===== src/rtl/spart_rx_ctrl.sv =====
// spart_rx_ctrl: receive-side controller for the SPART serial port.
// Holds the baud divisor, buffers rx_rdy-qualified bytes in a small FIFO,
// tracks overrun and exposes DATA / STATUS / DB_LO / DB_HI to the CPU bus.
// Optional receive interrupt: define SPART_RX_IRQ_EN to enable it.
`timescale 1ns/1ps
module spart_rx_ctrl #(
  parameter int          DEPTH    = 8,
  parameter logic [12:0] BAUD_RST = 13'd434
`ifdef SPART_RX_IRQ_EN
  , parameter int        IRQ_THRESH = 1
`endif
) (
  input  logic        clk,
  input  logic        rst,
  input  logic        iocs,
  input  logic        iorw,
  input  logic [1:0]  ioaddr,
  input  logic [7:0]  wdata,
  output logic [7:0]  rdata,
  output logic [12:0] baud,
  input  logic        rx_rdy,
  input  logic [7:0]  rx_data,
  output logic        irq
);

  localparam int AW = (DEPTH > 1) ? $clog2(DEPTH) : 1;
  localparam logic [AW:0] DEPTH_C = (AW + 1)'(DEPTH);

  logic [7:0]    mem [DEPTH];
  logic [AW-1:0] wr_ptr_reg, rd_ptr_reg;
  logic [AW:0]   count_reg;
  logic          overrun_reg;
  logic [12:0]   baud_reg;

  logic rd, wr, full, empty;
  logic pop, push, flush, overrun_set, overrun_clr;
  logic wr_db_lo, wr_db_hi, ctrl_wr;
  logic [3:0] count4;
  logic status_bit3;

  assign rd    = iocs & iorw;
  assign wr    = iocs & ~iorw;
  assign full  = (count_reg == DEPTH_C);
  assign empty = (count_reg == '0);

  // A pop on an empty FIFO is a no-op; a pop frees a slot for a same-cycle push.
  assign ctrl_wr     = wr & (ioaddr == 2'd1);
  assign flush       = ctrl_wr & wdata[0];
  assign pop         = rd & (ioaddr == 2'd0) & ~empty;
  assign push        = rx_rdy & ~flush & (~full | pop);
  assign overrun_set = rx_rdy & ~flush & full & ~pop;
  assign overrun_clr = (rd & (ioaddr == 2'd1)) | (ctrl_wr & wdata[1]);
  assign wr_db_lo    = wr & (ioaddr == 2'd2);
  assign wr_db_hi    = wr & (ioaddr == 2'd3);

  assign count4 = 4'(count_reg);
  assign baud   = baud_reg;

  // FIFO pointers/count, overrun flag and baud divisor.
  always_ff @(posedge clk or posedge rst) begin
    if (rst) begin
      wr_ptr_reg  <= '0;
      rd_ptr_reg  <= '0;
      count_reg   <= '0;
      overrun_reg <= 1'b0;
      baud_reg    <= BAUD_RST;
    end else begin
      if (flush) begin
        wr_ptr_reg <= '0;
        rd_ptr_reg <= '0;
        count_reg  <= '0;
      end else begin
        if (push) wr_ptr_reg <= wr_ptr_reg + 1'b1;
        if (pop)  rd_ptr_reg <= rd_ptr_reg + 1'b1;
        if (push && !pop)      count_reg <= count_reg + 1'b1;
        else if (pop && !push) count_reg <= count_reg - 1'b1;
      end
      // A drop in the same cycle as a clear leaves the flag set.
      if (overrun_set)      overrun_reg <= 1'b1;
      else if (overrun_clr) overrun_reg <= 1'b0;
      if (wr_db_lo) baud_reg[7:0]  <= wdata;
      if (wr_db_hi) baud_reg[12:8] <= wdata[4:0];
    end
  end

  // FIFO storage; contents need no reset because the pointers gate visibility.
  always_ff @(posedge clk) begin
    if (push) mem[wr_ptr_reg] <= rx_data;
  end

  // CPU read mux, combinational from the address and current state.
  always_comb begin
    rdata = 8'h00;
    case (ioaddr)
      2'd0: rdata = empty ? 8'h00 : mem[rd_ptr_reg];
      2'd1: rdata = {count4, status_bit3, overrun_reg, full, ~empty};
      2'd2: rdata = baud_reg[7:0];
      default: rdata = {3'b000, baud_reg[12:8]};
    endcase
  end

`ifdef SPART_RX_IRQ_EN
  typedef enum logic {ST_QUIET = 1'b0, ST_ASSERT = 1'b1} irq_state_t;
  localparam logic [AW:0] THRESH = (AW + 1)'(IRQ_THRESH);

  irq_state_t state_reg, state_next;
  logic       irq_en_reg;
  logic       irq_cond;

  assign irq_cond    = irq_en_reg & ((count_reg >= THRESH) | overrun_reg);
  assign status_bit3 = irq_en_reg;
  assign irq         = (state_reg == ST_ASSERT);

  // Interrupt enable bit and interrupt state register.
  always_ff @(posedge clk or posedge rst) begin
    if (rst) begin
      irq_en_reg <= 1'b0;
      state_reg  <= ST_QUIET;
    end else begin
      if (ctrl_wr) irq_en_reg <= wdata[2];
      state_reg <= state_next;
    end
  end

  // Next-state: follow the interrupt condition with one cycle of lag.
  always_comb begin
    state_next = state_reg;
    case (state_reg)
      ST_QUIET:  if (irq_cond)  state_next = ST_ASSERT;
      ST_ASSERT: if (!irq_cond) state_next = ST_QUIET;
      default:   state_next = ST_QUIET;
    endcase
  end
`else
  assign status_bit3 = 1'b0;
  assign irq         = 1'b0;
`endif

endmodule


===== config.mk =====
export PLATFORM = sky130hd
export DESIGN_NAME = spart_rx_ctrl
export DESIGN_NICKNAME = d
export VERILOG_FILES = /design/src/rtl/spart_rx_ctrl.sv
export SDC_FILE = /design/constraint.sdc
export NUM_CORES = 1
export LEC_CHECK = 0
export CELL_PAD_IN_SITES_DETAIL_PLACEMENT = 1
export CELL_PAD_IN_SITES_GLOBAL_PLACEMENT = 1
export CORE_ASPECT_RATIO = 2
export CORE_MARGIN = 2
export CORE_UTILIZATION = 50
export CTS_CLUSTER_SIZE = 10
export DETAILED_ROUTE_END_ITERATION = 7
export PLACE_DENSITY_LB_ADDON = 0.1
export SYNTH_ARGS = -nofsm -noshare
export SYNTH_HDL_FRONTEND = slang
export SYNTH_SLANG_ARGS = --single-unit
export TNS_END_PERCENT = 10

===== constraint.sdc =====
create_clock -name clk -period 5 [get_ports clk]
set_input_delay 0.5 -clock clk [delete_from_list [all_inputs] [get_ports clk]]
set_output_delay 0.5 -clock clk [all_outputs]
set_load 0.05 [all_outputs]

# Yosys cells after proc, flatten, opt, wreduce, memory -nomap -nowiden
# Memories as Yosys holds them, arrays and structs flattened.
# Index checks and enable logic that the tools add are counted.
dict set report word_totals {
  regBits 24
  ram_bits 64
  elab_cells 59
  memories 1
}
# memory words word_bits read_ports rd_clocked_by_memory_dff write_ports line
set mem_list {}
lappend mem_list {mem 8 8 1 0 1 29} ;# logic [7:0] mem [DEPTH];
dict set report op_classes {
  addsub 4
  eq_ne 4
  muxes 13
  n_bitwise 21
  n_reduce_logical 10
}
# op count
set ops {}
lappend ops {{$pmux W8 S3} 1}
lappend ops {{$and A1 B1 Y1} 14}
lappend ops {{$mux W3} 4}
lappend ops {{$mux W4} 3}
lappend ops {{$mux W8} 1}
lappend ops {{$add A3 B1 Y3 const B} 2}
lappend ops {{$reduce_bool A2 Y1} 3}
lappend ops {{$not A1 Y1} 5}
lappend ops {{$add A4 B1 Y4 const B} 1}
lappend ops {{$eq A2 B2 Y1 const B} 2}
lappend ops {{$eq A4 B4 Y1 const B} 1}
lappend ops {{$logic_not A4 Y1} 1}
lappend ops {{$mux W1} 4}
lappend ops {{$sub A4 B1 Y4 const B} 1}
lappend ops {{$reduce_bool A3 Y1} 1}
lappend ops {{$eq A2 B1 Y1 const B} 1}
lappend ops {{$logic_and A1 B1 Y1} 2}
lappend ops {{$logic_not A1 Y1} 2}
lappend ops {{$logic_not A2 Y1} 1}
lappend ops {{$or A1 B1 Y1} 2}

# Depth between registers and ports, before layout
dict set report depth {
  ltp_word 12
  ltp_mapped 10
}

# Worst setup path before layout
# Ideal clock, no wire load.
dict set report synth_path {
  path_kind {register -> output}
  start {register rd_ptr_reg[1]}
  end {output rdata[1]}
  t_arrival_ns 2.367
  slack_ns 2.133
  stages_incl_launch_ff 6
  n_path_buf 2
  cell_sequence {dfrtp_1 clkbuf_1 clkbuf_1 mux4_2 mux2i_1 o21ai_0}
}
dict set report synth_via {
  elab_chain_cells 3
}
# item line
set synth_lines {}
lappend synth_lines {{from (decl)} 30} ;# logic [AW-1:0] wr_ptr_reg, rd_ptr_reg;
lappend synth_lines {{from (signal assigned)} 74} ;# if (pop) rd_ptr_reg <= rd_ptr_reg + 1'b1;
lappend synth_lines {{$mem_v2 Z8 W8} --}
lappend synth_lines {{$mux W8} 95} ;# 2'd0: rdata = empty ? 8'h00 : mem[rd_ptr_reg];
lappend synth_lines {{$pmux W8 S3} 94} ;# case (ioaddr)
lappend synth_lines {{to (decl)} 19} ;# output logic [7:0] rdata,
# Every way passes these cells.

# Worst setup path in the final report
dict set report layout_path {
  start {register rd_ptr_reg[0]}
  end {output rdata[6]}
}
# Same word-level chain as after synthesis.

==> qor.csv <==
stage,metric,value,unit
outcome,status,finished clean,
critical_path,reg2reg_depth,7,
hold_path,hold_depth,2,
critical_path,r2r-end,count4[3]$_DFFE_PP0P_,
drt,drtPass1Iterations,4,
critical_path,cp_top_family,buffers and inverters,
drt,viasPerCell,5.75,
final_layout,drive_above_1_share,0.212,
floorplan,rows,45,
cts,clock_latency,0.34,ns
power,p_total,0.00262,W
sta,fin_worst_skew,0.00634,ns
sta,slew_headroom,0.357,
sta,drv_slew,0,
sta,hold_viol,0,
drt,routed_wl,8680,um
global_routing,grt_util_all_layers,0.228,
critical_path,worstPathCellList,"buf_4, mux4_2, mux2i_1, o21ai_0, clkdlybuf4s50_1",
cts,cts_tree,done,
final_layout,final_cells,391,
drt,via_count,2248,
power,clkPwrFrac,0.255,
logic_synthesis,syn_inst,247,
global_routing,grt_pass1_wl,13600,um
critical_path,crit_buf_inv,2,
sta,setup_viol,0,
sta,worstMarginPinSlew,0.964,ns
power,peakVddDrop,394,uV
final_layout,layout_commonest_cell,edfxtp_1,
hold_path,hp-start,overrun_reg$_DFFE_PP0P_,
drt,drt-initial-drc-count,112,
logic_synthesis,synth-edff-count,64,
logic_synthesis,async_flop_share,0.273,
hold_path,min_path_type,register to register,
power,power.leakage,1.67,nW
sta,tns,0,ns
critical_path,crit_fanout,14,
hold_path,hold_end,overrun_reg$_DFFE_PP0P_,
logic_synthesis,synth_ff_type,edfxtp_1,
sta,min_period_over_period,0.710,
floorplan,die_w,66.5,um
drt,wl_per_cell,22.2,um
cts,postCtsHoldBufs,0,
logic_synthesis,yosysWarnings,0,
global_routing,antenna_found_initial,0,
drt,ant_nets,0,
place,hpwlAfterDp,6590,um
cts,cts_buffers,9,
floorplan,start_util,0.514,
floorplan,io_pins,45,
final_layout,fin_util,0.621,
place,port_buffers,43,
final_layout,nNetsFinal,320,
power,switching_share,0.346,
critical_path,slowest_stage,dfrtp_1,
cts,cts-root-buf,clkbuf_16,
drt,drc,0,
floorplan,fp.dieH,129,um
job,drv_cap,0,
logic_synthesis,synth_area,3900,um2
global_routing,gr-total-overflow,0,
power,p_sw,0.000907,W
cts,cts.clk_slew.worst_paths,0.06,ns
critical_path,arrival,3.05,ns
sta,rsz0062_at_grt,no,
logic_synthesis,synth_cell_type_count,47,
critical_path,rrSetupSlack,2.20,ns
critical_path,required,4.50,ns
logic_synthesis,synth_nets,275,
logic_synthesis,seq_area_frac_synth,0.648,
cts,cts.path.max_buffers,2,
final_layout,mostFrequentLayoutCells,"64 x edfxtp_1, 43 x clkdlybuf4s50_1, 19 x dfrtp_1",
final_layout,area_delta_synth_final,20.9,%
critical_path,endpoint_kind,output port,
sta,max_freq,282,MHz
power,internal-power,0.00171,W
power,p_per_area,554,nW/um2
cts,post_cts_buffers,0,
final_layout,num_antenna_cells,0,
floorplan,die_area,8580,um2
cts,postCtsResizedCells,0,
sta,timing.hold.ws,0.531,ns
critical_path,critPathLaunchType,register,
global_routing,grt_max_degree,25,
critical_path,r2r-start,count4[0]$_DFFE_PP0P_,
power,combPwrFrac,0.323,
cts,clock-sinks,88,
critical_path,worstSetupPathType,register to output port,
power,seqPwrFrac,0.423,
cts,h-tree-depth,3,
logic_synthesis,synth_area_per_cell,15.8,um2
global_routing,grt_pass1_vias,2529,
logic_synthesis,ys_seq_elements,88,
floorplan,coreArea,7600,um2
place,dp.cells,375,
sta,post-route-min-period,3.55,ns
critical_path,cpPeakStageDelay,0.88,ns
place,gp_congestion,0.869,
final_layout,largest_reg_flops,64,
how the worst max path moves through the flow:
stage | start | endpoint | slack [ns] | cells past startpoint
floorplan | rd_ptr_reg[1]$_DFFE_PP0P_ | rdata[1] | 2.13 | 5
global placement | ioaddr[0] | count4[3]$_DFFE_PP0P_ | 1.54 | 10
detailed placement | ioaddr[0] | count4[3]$_DFFE_PP0P_ | 1.33 | 10
CTS | rd_ptr_reg[0]$_DFFE_PP0P_ | rdata[3] | 1.38 | 5
global route | rd_ptr_reg[0]$_DFFE_PP0P_ | rdata[6] | 1.29 | 5
finish | rd_ptr_reg[0]$_DFFE_PP0P_ | rdata[6] | 1.45 | 5
Yosys cell counts (all sizes together) (2+ instances only):
cell	instances	area, um2
mux2i	12	120
nor2	15	58.8
nor4b	2	17.5
nor4bb	2	20.0
nor3	4	20.0
dfrtp	19	475
a21oi	3	15.0
a22oi	6	45.0
xnor2	2	17.5
nand2	17	63.8
buf	9	52.6
dfstp	5	131
edfxtp	64	1920
o21ai	8	40.0
mux2	17	191
inv	5	18.8
nand3	3	15.0
mux4	16	360
nand2b	3	18.8
ha	4	50.1
clkbuf	5	18.8
and2	2	12.5
nor2b	2	12.5
o31ai	2	15.0
xor2	2	17.5
a221oi	2	23.8
final cells by class:
type	instances	area [um2]
Tap cell	94	118
Timing Repair Buffer	48	468
Clock inverter	7	77.6
Fill cell	696	2880
Sequential cell	88	2530
Clock buffer	9	225
Multi-Input combinational cell	140	1290
Inverter	5	18.8
cell families (layout without fill, tap and decap cells):
| group | count (synthesis) | count (layout) | synth area share |
|---|---|---|---|
| flip-flops | 88 | 88 | 0.648 |
| buffers and inverters | 19 | 69 | 0.0231 |
| AND/OR/NAND/NOR | 57 | 57 | 0.0775 |
| AO/OA/AOI/OAI | 28 | 28 | 0.0519 |
| XOR/XNOR | 4 | 4 | 0.00897 |
| adder cells (fa/ha/maj) | 5 | 5 | 0.0179 |
| other | 1 | 1 | 0.000960 |
| multiplexers | 45 | 45 | 0.172 |
through the flow:
step / setup slack, ns / area (um2)
2_1_floorplan: 2.13 / 3910
3_3_place_gp: 1.54 / 4420
3_5_place_dp: 1.33 / 4420
4_1_cts: 1.38 / 4720
5_1_grt: 1.29 / 4720
6_report: 1.45 / 4720
worst reg2reg max path, stage by stage, from the launching register on:
cell	delay [ns]
dfrtp_1	0.48
nor4b_1	0.77
or3_1	0.25
ha_1	0.27
a21oi_1	0.29
a2111oi_0	0.18
a311oi_1	0.32
a21oi_1	0.12
power groups by stage:
stage | combinational, W | sequential, W | clock [W]
2_1_floorplan | 0.000588 | 0.00109 | 0
3_3_place_gp | 0.000834 | 0.00111 | 0
3_5_place_dp | 0.000856 | 0.00113 | 0
4_1_cts | 0.000859 | 0.00111 | 0.000680
5_1_grt | 0.000915 | 0.00113 | 0.000703
6_report | 0.000844 | 0.00111 | 0.000666
per-layer routing:
| layer | vias to the layer above | routed length [um] | GRT usage |
|---|---|---|---|
| met1 | 1147 | 3050 | 0.229 |
| met2 | 43 | 5270 | 0.441 |
| met5 | - | 0 | 0 |
| li1 | 1047 | - | - |
| met3 | 11 | 200 | 0.0446 |
| met4 | 0 | 164 | 0.0840 |
Note: power is estimated with default switching activity, not from simulation.
